===== src/rtl/uart_frame_pkg.sv =====
// Shared types and constants for the UART frame decoder slice.
package uart_frame_pkg;

   typedef enum logic [2:0] {HUNT, LEN, PAYLOAD, CHK, SEND} state_t;

   localparam logic [1:0] ERR_LEN = 2'd1;
   localparam logic [1:0] ERR_CHK = 2'd2;
   localparam logic [1:0] ERR_TMO = 2'd3;

   localparam logic [7:0] SYNC_BYTE = 8'hA5;

endpackage


===== src/rtl/uart_frame_decoder_if.sv =====
// Receiver-side valid/ack byte input, verified-payload stream output and status.
interface uart_frame_decoder_if;
   logic [7:0] in_data;
   logic       in_valid;
   logic       in_ack;
   logic [7:0] out_data;
   logic       out_valid;
   logic       out_ready;
   logic       out_last;
   logic       frame_ok;
   logic       frame_err;
   logic [1:0] err_code;
   logic [7:0] drop_cnt;

   modport master (
      output in_data, in_valid, out_ready,
      input  in_ack, out_data, out_valid, out_last, frame_ok, frame_err, err_code, drop_cnt
   );

   modport slave (
      input  in_data, in_valid, out_ready,
      output in_ack, out_data, out_valid, out_last, frame_ok, frame_err, err_code, drop_cnt
   );
endinterface


===== src/rtl/uart_frame_decoder_frame_buf.sv =====
// Simple dual-port payload RAM: synchronous write, registered read (EBR friendly).
module frame_buf #(
   parameter  int unsigned DEPTH = 16,
   localparam int unsigned AW    = (DEPTH > 1) ? $clog2(DEPTH) : 1
) (
   input  logic          clk,
   input  logic          we,
   input  logic [AW-1:0] waddr,
   input  logic [7:0]    wdata,
   input  logic [AW-1:0] raddr,
   output logic [7:0]    rdata
);

   logic [7:0] mem [DEPTH];

   always_ff @(posedge clk) begin
      if (we) mem[waddr] <= wdata;
      rdata <= mem[raddr];
   end

endmodule


===== src/rtl/uart_frame_decoder.sv =====
// Sync-hunting, length-prefixed, XOR-checked frame decoder; only verified payloads are emitted.
module uart_frame_decoder
   import uart_frame_pkg::*;
#(
   parameter logic [7:0]  SYNC    = SYNC_BYTE,
   parameter int unsigned MAX_LEN = 16,
   parameter int unsigned TIMEOUT = 65536
) (
   input logic                 clk,
   input logic                 rst,
   uart_frame_decoder_if.slave bus
);

   localparam int unsigned LW = $clog2(MAX_LEN + 1);
   localparam int unsigned TW = $clog2(TIMEOUT + 1);
   localparam int unsigned AW = (MAX_LEN > 1) ? $clog2(MAX_LEN) : 1;

   state_t          state_q, state_d;
   logic [LW-1:0]   len_q, len_d, wr_idx_q, wr_idx_d, rd_idx_q, rd_idx_d;
   logic [7:0]      chk_q, chk_d;
   logic [TW-1:0]   tmo_q, tmo_d;
   logic            in_ack_q, in_ack_d, vld_q;
   logic            out_valid_q, out_valid_d, out_last_q, out_last_d;
   logic            frame_ok_q, frame_ok_d, frame_err_q, frame_err_d;
   logic [1:0]      err_code_q, err_code_d;
   logic [7:0]      drop_q, drop_d;
   logic            cap_c, fire_c, tmo_hit_c, we_c;
   logic [AW-1:0]   rd_addr_c;
   logic [7:0]      rd_data;

   frame_buf #(.DEPTH(MAX_LEN)) u_buf (
      .clk   (clk),
      .we    (we_c),
      .waddr (AW'(wr_idx_q)),
      .wdata (bus.in_data),
      .raddr (rd_addr_c),
      .rdata (rd_data)
   );

   always_ff @(posedge clk) begin
      if (rst) begin
         state_q     <= HUNT;
         len_q       <= '0;
         wr_idx_q    <= '0;
         rd_idx_q    <= '0;
         chk_q       <= '0;
         tmo_q       <= '0;
         in_ack_q    <= 1'b0;
         vld_q       <= 1'b0;
         out_valid_q <= 1'b0;
         out_last_q  <= 1'b0;
         frame_ok_q  <= 1'b0;
         frame_err_q <= 1'b0;
         err_code_q  <= '0;
         drop_q      <= '0;
      end else begin
         state_q     <= state_d;
         len_q       <= len_d;
         wr_idx_q    <= wr_idx_d;
         rd_idx_q    <= rd_idx_d;
         chk_q       <= chk_d;
         tmo_q       <= tmo_d;
         in_ack_q    <= in_ack_d;
         vld_q       <= bus.in_valid;
         out_valid_q <= out_valid_d;
         out_last_q  <= out_last_d;
         frame_ok_q  <= frame_ok_d;
         frame_err_q <= frame_err_d;
         err_code_q  <= err_code_d;
         drop_q      <= drop_d;
      end
   end

   always_comb begin
      state_d     = state_q;
      len_d       = len_q;
      wr_idx_d    = wr_idx_q;
      rd_idx_d    = rd_idx_q;
      chk_d       = chk_q;
      tmo_d       = '0;
      out_valid_d = out_valid_q;
      out_last_d  = out_last_q;
      frame_ok_d  = 1'b0;
      frame_err_d = 1'b0;
      err_code_d  = err_code_q;
      drop_d      = drop_q;
      we_c        = 1'b0;
      rd_addr_c   = AW'(rd_idx_q);

      cap_c     = bus.in_valid && !in_ack_q && (state_q != SEND);
      fire_c    = out_valid_q && bus.out_ready;
      tmo_hit_c = (tmo_q == TW'(TIMEOUT - 1));
      in_ack_d  = cap_c ? 1'b1 : (bus.in_valid ? in_ack_q : 1'b0);

      if (state_q == LEN || state_q == PAYLOAD || state_q == CHK)
         tmo_d = cap_c ? '0 : TW'(tmo_q + 1'b1);

      // Bytes arriving during SEND are not consumed, only counted
      if (state_q == SEND && bus.in_valid && !vld_q && drop_q != 8'hFF)
         drop_d = 8'(drop_q + 1'b1);

      case (state_q)
         HUNT: begin
            if (cap_c && bus.in_data == SYNC) state_d = LEN;
         end
         LEN: begin
            if (cap_c) begin
               if (bus.in_data == 8'd0 || bus.in_data > 8'(MAX_LEN)) begin
                  frame_err_d = 1'b1;
                  err_code_d  = ERR_LEN;
                  state_d     = HUNT;
               end else begin
                  len_d    = LW'(bus.in_data);
                  chk_d    = bus.in_data;
                  wr_idx_d = '0;
                  state_d  = PAYLOAD;
               end
            end else if (tmo_hit_c) begin
               frame_err_d = 1'b1;
               err_code_d  = ERR_TMO;
               state_d     = HUNT;
            end
         end
         PAYLOAD: begin
            if (cap_c) begin
               we_c     = 1'b1;
               chk_d    = chk_q ^ bus.in_data;
               wr_idx_d = LW'(wr_idx_q + 1'b1);
               if (LW'(wr_idx_q + 1'b1) == len_q) state_d = CHK;
            end else if (tmo_hit_c) begin
               frame_err_d = 1'b1;
               err_code_d  = ERR_TMO;
               state_d     = HUNT;
            end
         end
         CHK: begin
            // rd_idx is 0 here, so the RAM already presents byte 0 on entry to SEND
            if (cap_c) begin
               if (bus.in_data == chk_q) begin
                  frame_ok_d  = 1'b1;
                  out_valid_d = 1'b1;
                  out_last_d  = (len_q == LW'(1));
                  rd_idx_d    = '0;
                  state_d     = SEND;
               end else begin
                  frame_err_d = 1'b1;
                  err_code_d  = ERR_CHK;
                  state_d     = HUNT;
               end
            end else if (tmo_hit_c) begin
               frame_err_d = 1'b1;
               err_code_d  = ERR_TMO;
               state_d     = HUNT;
            end
         end
         SEND: begin
            if (fire_c) begin
               if (out_last_q) begin
                  out_valid_d = 1'b0;
                  out_last_d  = 1'b0;
                  rd_idx_d    = '0;
                  rd_addr_c   = '0;
                  state_d     = HUNT;
               end else begin
                  rd_idx_d    = LW'(rd_idx_q + 1'b1);
                  rd_addr_c   = AW'(rd_idx_q + 1'b1);
                  out_last_d  = (LW'(rd_idx_q + 1'b1) == LW'(len_q - 1'b1));
               end
            end
         end
         default: state_d = HUNT;
      endcase
   end

   assign bus.in_ack    = in_ack_q;
   assign bus.out_data  = rd_data;
   assign bus.out_valid = out_valid_q;
   assign bus.out_last  = out_last_q;
   assign bus.frame_ok  = frame_ok_q;
   assign bus.frame_err = frame_err_q;
   assign bus.err_code  = err_code_q;
   assign bus.drop_cnt  = drop_q;

endmodule


===== src/flat_wrapper.sv =====
// flat-port wrapper written by rule: the top's interface ports become plain ports
module uart_frame_decoder_flat import uart_frame_pkg::*;
#(
   parameter logic [7:0]  SYNC    = SYNC_BYTE,
   parameter int unsigned MAX_LEN = 16,
   parameter int unsigned TIMEOUT = 65536
)
  (clk, rst, bus_in_data, bus_in_valid, bus_out_ready, bus_in_ack, bus_out_data, bus_out_valid, bus_out_last, bus_frame_ok, bus_frame_err, bus_err_code, bus_drop_cnt);
  uart_frame_decoder_if bus_i ();
  input logic clk;
  input logic rst;
  input wire logic [$bits(bus_i.in_data)-1:0] bus_in_data;
  input wire logic [$bits(bus_i.in_valid)-1:0] bus_in_valid;
  input wire logic [$bits(bus_i.out_ready)-1:0] bus_out_ready;
  output wire logic [$bits(bus_i.in_ack)-1:0] bus_in_ack;
  output wire logic [$bits(bus_i.out_data)-1:0] bus_out_data;
  output wire logic [$bits(bus_i.out_valid)-1:0] bus_out_valid;
  output wire logic [$bits(bus_i.out_last)-1:0] bus_out_last;
  output wire logic [$bits(bus_i.frame_ok)-1:0] bus_frame_ok;
  output wire logic [$bits(bus_i.frame_err)-1:0] bus_frame_err;
  output wire logic [$bits(bus_i.err_code)-1:0] bus_err_code;
  output wire logic [$bits(bus_i.drop_cnt)-1:0] bus_drop_cnt;
  assign bus_i.in_data = bus_in_data;
  assign bus_i.in_valid = bus_in_valid;
  assign bus_i.out_ready = bus_out_ready;
  assign bus_in_ack = bus_i.in_ack;
  assign bus_out_data = bus_i.out_data;
  assign bus_out_valid = bus_i.out_valid;
  assign bus_out_last = bus_i.out_last;
  assign bus_frame_ok = bus_i.frame_ok;
  assign bus_frame_err = bus_i.frame_err;
  assign bus_err_code = bus_i.err_code;
  assign bus_drop_cnt = bus_i.drop_cnt;
  uart_frame_decoder #(.SYNC(SYNC), .MAX_LEN(MAX_LEN), .TIMEOUT(TIMEOUT)) u_core (.clk(clk), .rst(rst), .bus(bus_i));
endmodule

===== config.mk =====
export PLATFORM = sky130hd
export DESIGN_NAME = uart_frame_decoder_flat
export DESIGN_NICKNAME = d
export VERILOG_FILES = /design/src/rtl/uart_frame_pkg.sv /design/src/rtl/uart_frame_decoder_if.sv /design/src/rtl/uart_frame_decoder_frame_buf.sv /design/src/rtl/uart_frame_decoder.sv /design/src/flat_wrapper.sv
export SDC_FILE = /design/constraint.sdc
export NUM_CORES = 1
export LEC_CHECK = 0
export ABC_AREA = 0
export ABC_CLOCK_PERIOD_IN_PS = 2710
export BUFFER_PORTS_ARGS = -buffer_cell sky130_fd_sc_hd__buf_2
export CAP_MARGIN = 25
export CORE_MARGIN = 4
export CORE_UTILIZATION = 50
export CTS_BUF_LIST = sky130_fd_sc_hd__clkbuf_2
export DETAILED_ROUTE_END_ITERATION = 12
export PLACE_DENSITY = 0.69
export SKIP_LAST_GASP = 1
export SLEW_MARGIN = 0
export SYNTH_ARGS = -nofsm -noshare
export SYNTH_HDL_FRONTEND = slang
export SYNTH_SLANG_ARGS = --single-unit

===== constraint.sdc =====
create_clock -name clk -period 2.71 [get_ports clk]
set_input_delay 0.4065 -clock clk [delete_from_list [all_inputs] [get_ports clk]]
set_output_delay 0.4065 -clock clk [all_outputs]
set_load 0.05 [all_outputs]

==> results of run 1 <==
area by class of cell:
class / instances / area (um2) / area share, %
clock inverters: 14 / 144 / 1.45
repair buffers: 87 / 613 / 6.16
clock buffers: 18 / 90.1 / 0.906
multi-input cells: 535 / 3480 / 35.0
inverters: 38 / 143 / 1.43
flip-flops and latches: 195 / 5190 / 52.1
well taps: 225 / 282 / 2.83
diodes: 2 / 5.00 / 0.0503
metrics by stage:
| step | power [mW] | cells |
|---|---|---|
| final | 4.66 | 1114 |
| after global routing | 4.83 | 1113 |
| after CTS | 4.70 | 1112 |
| after detailed placement | 3.33 | 1075 |
| after global placement | 3.33 | 1074 |
| after floorplan | 3.26 | 820 |
worst min-delay path by stage:
stage | start | end | depth (start not counted)
6_report | bus_in_data[5] | u_core.u_buf.mem[12][5] | 2
2_1_floorplan | u_core.tmo_q[0] | u_core.tmo_q[0] | 1
3_5_place_dp | u_core.tmo_q[0] | u_core.tmo_q[0] | 1
5_1_grt | bus_in_data[5] | u_core.u_buf.mem[12][5] | 2
3_3_place_gp | u_core.tmo_q[0] | u_core.tmo_q[0] | 1
4_1_cts | bus_in_data[5] | u_core.u_buf.mem[11][5] | 2
sequential cells by signal, indices dropped and copies added, names as in the netlist:
name                  count
u_core.wr_idx_q           5
u_core.vld_q              1
u_core.bus.in_ack         1
u_core.bus.frame_err      1
u_core.bus.out_last       1
u_core.bus.frame_ok       1
u_core.bus.err_code       2
u_core.rd_idx_q           5
u_core.u_buf.rdata        8
u_core.state_q            3
u_core.u_buf.mem        128
u_core.chk_q              8
u_core.bus.out_valid      1
u_core.len_q              5
u_core.bus.drop_cnt       8
u_core.tmo_q             17
placed cells by master, fill, tap and decap left out, types with 6 or more instances in the layout:
master	netlist	routed
and2_1	16	16
a211oi_1	14	14
xor2_1	27	27
clkbuf_2	0	18
a31oi_1	6	6
buf_4	1	45
a221oi_1	30	30
a21o_1	6	6
nor3_1	14	13
a311oi_1	14	14
ha_1	11	11
or4_1	7	7
o21ai_0	32	32
nor2_1	73	73
buf_2	9	34
mux2i_1	24	24
inv_1	38	38
nor4_1	7	7
and3_1	10	10
nand2_1	60	59
a21oi_1	52	51
nand3_1	24	24
nand2b_1	12	12
nor2b_1	7	7
xnor2_1	21	20
dfxtp_1	67	66
edfxtp_1	128	128
cell families after synthesis:
group | count (synthesis) | synth area share (%)
adder cells (fa/ha/maj) | 11 | 1.53
AND/OR/NAND/NOR | 256 | 14.4
buffers and inverters | 90 | 4.16
multiplexers | 26 | 2.91
XOR/XNOR | 48 | 4.66
AO/OA/AOI/OAI | 194 | 14.9
flip-flops | 195 | 57.5
worst max-delay path: cells and delay by family (launching register included):
kind / cells / cell delay [ns]
AOI/OAI and AO/OA: 3 / 0.69
and+or+nand+nor: 3 / 0.64
DFF: 1 / 0.46
adders and majority gates: 1 / 0.44
buffers and inverters: 1 / 0.23
power groups by stage:
stage | Sequential, mW | Combinational, mW | Clock [mW]
after floorplan | 3.23 | 0.0275 | 0
after global placement | 3.23 | 0.0999 | 0
after detailed placement | 3.23 | 0.103 | 0
after CTS | 3.17 | 0.109 | 1.42
after global routing | 3.17 | 0.119 | 1.55
final | 3.17 | 0.109 | 1.39
per-layer routing:
layer / wire (um) / part of all wire, % / track usage, % / up-vias
met5: 0 / 0 / 0 / -
met4: 415 / 1.8 / 6.80 / 0
met3: 1760 / 7.7 / 5.58 / 37
met2: 11500 / 50 / 38.0 / 273
met1: 9110 / 40 / 29.3 / 3334
li1: - / - / - / 3144
timing repair:
item / 4_1_cts / 5_1_grt
setup endpoints to repair: 0 / 1
endpoints found under the hold margin: 8 / 0
resized for setup: 0 / 2
hold buffers: 5 / 0
setup buffers: 0 / 0
==> summary.txt, run 1 <==
Pwr
  • Pwr Density: 469 nW/um2
  • Logic pwr share: 2.3%
  • Sw Share: 23.5%
  • Flop pwr share: 67.9%
  • Max VDD drop: 0.221 mV
  • Sw power: 1.10 mW
  • Leak: 3.68 nW
  • Int Power: 3.57 mW
  • Clock network fraction of total power: 29.7%

Clock tree
  • Clock tree from TritonCTS: yes
  • Total CTS buffers: 17
  • Root Buffer: clkbuf_2
  • CTS clk-pin slew, worst paths: 0.28 ns
  • Max clock buf depth: 2
  • Clk Latency, worst-skew pair: 0.75 ns
  • Htree depth: 4
  • Sink Count: 195

Synthesis
  • FFs w/ async S/R, synth: 0%
  • Ranking of synthesized cells by area: edfxtp_1, dfxtp_1, nor2_1
  • Mean Syn Cell Area: 11.0 um2
  • Yosys warns: 0
  • Share of the yosys chip area belonging to registers: 57.5%
  • Net Count, Synth: 843
  • Post-synth top cells: edfxtp_1, nor2_1, dfxtp_1
  • Netlist cell types: 64
  • Primary FF master, synth: edfxtp_1
  • Largest area contributor in the netlist: edfxtp_1
  • #FFs+latches synth: 195
  • Synth top area share: 42.6%
  • Most common cell in the synthesized netlist: edfxtp_1
  • EDFF count, synth: 128
  • Mapped Cells: 820
  • Mapped Area: 9020 um2

Critical path
  • Crit. End Element: flop
  • Crit path capture: u_core.u_buf.rdata[2]
  • Critical Path RT: 3.38 ns
  • Worst Path Arrival: 3.22 ns
  • Worst-path cell chain: ha_1 > nand2b_1 > buf_4 > a21oi_1 > nor2_1 > a221oi_1 > a311oi_1 > or4_1
  • Crit path from: u_core.rd_idx_q[0]
  • CP peak stage delay: 0.49 ns
  • Reg-to-reg endpoint: u_core.u_buf.rdata[2]
  • Critical Path Fanout Max: 24
  • Slowest CP cell: or4_1
  • R2R Path Start: u_core.rd_idx_q[0]
  • Critical Path Source Type: flop
  • CP Class: flop to flop
  • Worst R2R Setup Slack: 0.16 ns
  • Reg2Reg Depth: 8

Floorplan
  • # IOs: 35
  • Core Area: 17,500 um2
  • Die area: 20,300 um2
  • Starting density of the core: 51.6%
  • Die width: 142 um
  • Die outline height: 142 um
  • Num rows: 48

Timing
  • Final hold violation count: 0
  • Slew headroom: 58.1%
  • Final Hold Slack: 0.115 ns
  • Layout Skew: 0.0279 ns
  • Fmax: 393 MHz
  • Final worst setup slack: 0.163 ns
  • Worst-Margin Slew: 0.628 ns
  • Setup-failing EPs final: 0
  • Slew Limit Fails: 0
  • Fin crit share: 94.0%
  • Setup TNS: 0 ns
  • RSZ-0062 raised after global routing: no
  • Fin crit period: 2.55 ns

Place
  • Pre-CTS WS: 0.155 ns
  • Area after DPL: 9650 um2
  • Port Buf Inserts: 34
  • GPL Wtd Cong: 0.863
  • DP HPWL: 15,800 um

Run status
  • Status: complete, no violations

Cells and area
  • Layout cells sized above 1: 14.8%
  • Fill cell count: 1,458
  • Final core utilization: 56.9%
  • Final Net Count: 897
  • Design Area, Final: 9950 um2
  • Area grow syn2layout: 10.2%

GRT
  • First-pass GRT wire length: 35,400 um
  • Total gr overflow: 0
  • Total Routing Usage GR: 22.6%
  • Largest net degree at the start of global routing: 63
  • Initial antenna violation count: 1
  • Vias in the first global route: 6,595

Job
  • Max_cap viols: 0

Routing
  • DRT antenna net count: 0
  • Vias: 6,788
  • Routed length per instance: 20.4 um
  • Drc violations: 0
  • Routed Wire Length: 22,700 um
  • Vias per inst: 6.09
  • DR pass1 iterations: 7
  • 1st-iter DRT viols: 556

Hold path
  • Worst Hold Class: primary input to flop
No activity file was read; power rests on OpenSTA's default activity.
==> run 2: changes to the inputs <==
--- a/config.mk
+++ b/config.mk
@@ -18,4 +18,5 @@
 export SLEW_MARGIN = 0
 export SYNTH_ARGS = -nofsm -noshare
 export SYNTH_HDL_FRONTEND = slang
+export SYNTH_HIERARCHICAL = 1
 export SYNTH_SLANG_ARGS = --single-unit
==> run 2 against run 1 <==
First-iteration DRC count decreased by 24%. Largest cell class unchanged. Synthesized area decreased by 6.8%. Clock-buffer cell count unchanged. Clock skew increased by 0.013 ns. Sequential share of layout area increased by 3.5 points. Sequential cell count unchanged. Largest power group unchanged. Cell count decreased by 17%. Worst setup slack improved by 0.16 ns.
==> summary.txt, run 2 <==
Cells and area
  • Design Area, Final: 9320 um2 (was 9950 um2)
  • Largest Register: u_core/u_buf/mem (was u_core.u_buf.mem)
  • Area grow syn2layout: 10.9% (was 10.2%)
  • Most frequent cells in the layout: edfxtp_1, dfxtp_1, nor2_1, nand2_1 (was edfxtp_1, nor2_1, dfxtp_1, nand2_1, a21oi_1)
  • Layout cells sized above 1: 19.7% (was 14.8%)
  • Largest regs: u_core/u_buf/mem (128), u_core/tmo_q (17) (was u_core.u_buf.mem (128), u_core.tmo_q (17))
  • Final Net Count: 711 (was 897)
  • Final core utilization: 56.4% (was 56.9%)
  • Largest register FFs: 128 (unchanged)
  • Leading cell type in the layout, fill and taps excluded: edfxtp_1 (unchanged)

Place
  • Port Buf Inserts: 34 (unchanged)
  • DP HPWL: 12,000 um (was 15,800 um)
  • Pre-CTS WS: 0.176 ns (was 0.155 ns)
  • GPL Wtd Cong: 0.835 (was 0.863)
  • Area after DPL: 8960 um2 (was 9650 um2)

Timing
  • Final hold violation count: 0 (unchanged)
  • Worst-Margin Slew: 0.933 ns (was 0.628 ns)
  • RSZ-0062 raised after global routing: no (unchanged)
  • Slew Limit Fails: 0 (unchanged)
  • Layout Skew: 0.0412 ns (was 0.0279 ns)
  • Fmax: 419 MHz (was 393 MHz)
  • Fin crit period: 2.39 ns (was 2.55 ns)
  • Setup TNS: 0 ns (unchanged)
  • Fin crit share: 88.0% (was 94.0%)
  • Slew headroom: 37.7% (was 58.1%)
  • Setup-failing EPs final: 0 (unchanged)
  • Final worst setup slack: 0.325 ns (was 0.163 ns)

Critical path
  • R2R Path Start: u_core/state_q[2] (was u_core.rd_idx_q[0])
  • Critical Path RT: 3.41 ns (was 3.38 ns)
  • Critical Path Source Type: flop (unchanged)
  • CP Class: flop to flop (unchanged)
  • Crit. End Element: flop (unchanged)
  • Reg2Reg Depth: 8 (unchanged)
  • Crit path from: u_core/state_q[2] (was u_core.rd_idx_q[0])
  • Worst Path Arrival: 3.08 ns (was 3.22 ns)
  • Critical Path Fanout Max: 32 (was 24)

Synthesis
  • Yosys warns: 6 (was 0)
  • Mapped Cells: 624 (was 820)
  • Netlist cell types: 61 (was 64)
  • Share of the yosys chip area belonging to registers: 61.7% (was 57.5%)
  • Net Count, Synth: 644 (was 843)
  • Mean Syn Cell Area: 13.5 um2 (was 11.0 um2)
  • Mapped Area: 8400 um2 (was 9020 um2)
  • Ranking of synthesized cells by area: edfxtp_1, dfxtp_1, mux4_2 (was edfxtp_1, dfxtp_1, nor2_1)
  • Post-synth top cells: edfxtp_1, dfxtp_1, nor2_1 (was edfxtp_1, nor2_1, dfxtp_1)
  • EDFF count, synth: 128 (unchanged)
  • FFs w/ async S/R, synth: 0% (unchanged)
  • #FFs+latches synth: 195 (unchanged)
  • Primary FF master, synth: edfxtp_1 (unchanged)
  • Synth top area share: 45.7% (was 42.6%)
  • Largest area contributor in the netlist: edfxtp_1 (unchanged)
  • Most common cell in the synthesized netlist: edfxtp_1 (unchanged)

GRT
  • First-pass GRT wire length: 28,000 um (was 35,400 um)
  • Vias in the first global route: 5,229 (was 6,595)
  • Total Routing Usage GR: 19.9% (was 22.6%)
  • Initial antenna violation count: 1 (unchanged)
  • Total gr overflow: 0 (unchanged)
  • Largest net degree at the start of global routing: 41 (was 63)

Clock tree
  • Htree depth: 4 (unchanged)
  • Max clock buf depth: 2 (unchanged)
  • Clk Latency, worst-skew pair: 0.77 ns (was 0.75 ns)
  • Root Buffer: clkbuf_2 (unchanged)
  • Sink Count: 195 (unchanged)
  • Total CTS buffers: 17 (unchanged)
  • Cts repair resizes: 0 (unchanged)
  • CTS clk-pin slew, worst paths: 0.28 ns (about the same)
  • Clock tree from TritonCTS: yes (unchanged)

Pwr
  • Pwr Density: 507 nW/um2 (was 469 nW/um2)
  • Max VDD drop: 0.304 mV (was 0.221 mV)
  • Leak: 3.10 nW (was 3.68 nW)

Routing
  • Routed Wire Length: 18,000 um (was 22,700 um)
  • Drc violations: 0 (unchanged)
  • DR pass1 iterations: 6 (was 7)
  • Vias per inst: 5.79 (was 6.09)
  • Vias: 5,359 (was 6,788)
  • DRT antenna net count: 0 (unchanged)
  • 1st-iter DRT viols: 425 (was 556)
  • Routed length per instance: 19.4 um (was 20.4 um)

Floorplan
  • Die outline height: 138 um (was 142 um)
  • Die area: 18,900 um2 (was 20,300 um2)
  • Die width: 138 um (was 142 um)
  • Core Area: 16,500 um2 (was 17,500 um2)
  • Num rows: 47 (was 48)
  • # IOs: 35 (unchanged)
  • Starting density of the core: 50.9% (was 51.6%)

Hold path
  • Worst Hold Class: primary input to flop (unchanged)
  • Hold Path Depth: 5 (was 2)
  • Hold Crit Start: bus_out_ready (was bus_in_data[5])

Run status
  • Status: complete, no violations (unchanged)

Job
  • Max_cap viols: 0 (unchanged)
-- run 2: changes by cell type after synthesis, sizes merged, moves of 18 or more --
cell    before  now
a21oi       52   30
a221oi      30    0
clkbuf      37   15
inv         38   12
mux2i       24    2
mux4         0   32
nand2       60   40
nor2        75   57
-- run 2: worst paths after layout --
check	to	slack [ns]
worst min register to register	u_core/tmo_q[0]	0.47
worst min-delay path	u_core/state_q[2]	0.21
worst max register to register	u_core/u_buf/rdata[1]	0.32
worst max-delay path	u_core/u_buf/rdata[1]	0.32
-- run 2: final cells by class --
type / instances / area (um2)
multi-input combinational: 385 / 2990
clock buffer: 18 / 90.1
inverter: 12 / 45.0
tap: 220 / 275
sequential: 195 / 5190
timing repair buffer: 80 / 566
clock inverter: 14 / 164
antenna: 1 / 2.50
fill: 1354 / 7210
-- run 2: through the flow --
stage               total power, mW  hold slack (ns)  instances
floorplan                      3.28            0.418        624
global placement               3.34            0.426        882
detailed placement             3.35            0.438        882
CTS                            4.76          0.00512        922
global route                   4.94            0.109        925
finish                         4.73            0.211        925
-- run 2: what timing repair did --
action,in CTS,in global routing
hold buffers,8,2
setup endpoints to repair,0,0
buffers inserted,0,0
hold endpoints to repair,45,17
-- run 2: where the power goes --
group          internal, mW  switching (mW)  leakage, nW  total [mW]
sequential             3.17         0.00137         1.69        3.17
combinational        0.0404          0.0893         1.26       0.130
clock                 0.387            1.04        0.147        1.43
-- run 2: layer usage --
layer,global-route usage (%),wire length (um)
met1,25.6,7640
met2,33.0,9050
met3,4.24,900
met4,7.93,384
met5,0,0
-- run 2: logic make-up after synthesis --
family / synth area share [%]
muxes: 9.44
xor gates and xnor gates: 4.36
adders and majority gates: 1.19
AOI/OAI and AO/OA: 7.86
and+or+nand+nor: 12.6
buffers and inverters: 2.81
DFF: 61.7
-- run 2: critical path, stage by stage, from the launching register on --
cell and delay [ns]:
dfxtp_1 0.40, and3_1 0.21, nand2_1 0.08, or3_1 0.34, nand2_2 0.11, buf_12 0.25
mux4_1 0.58, a22oi_1 0.25, nand2_1 0.10
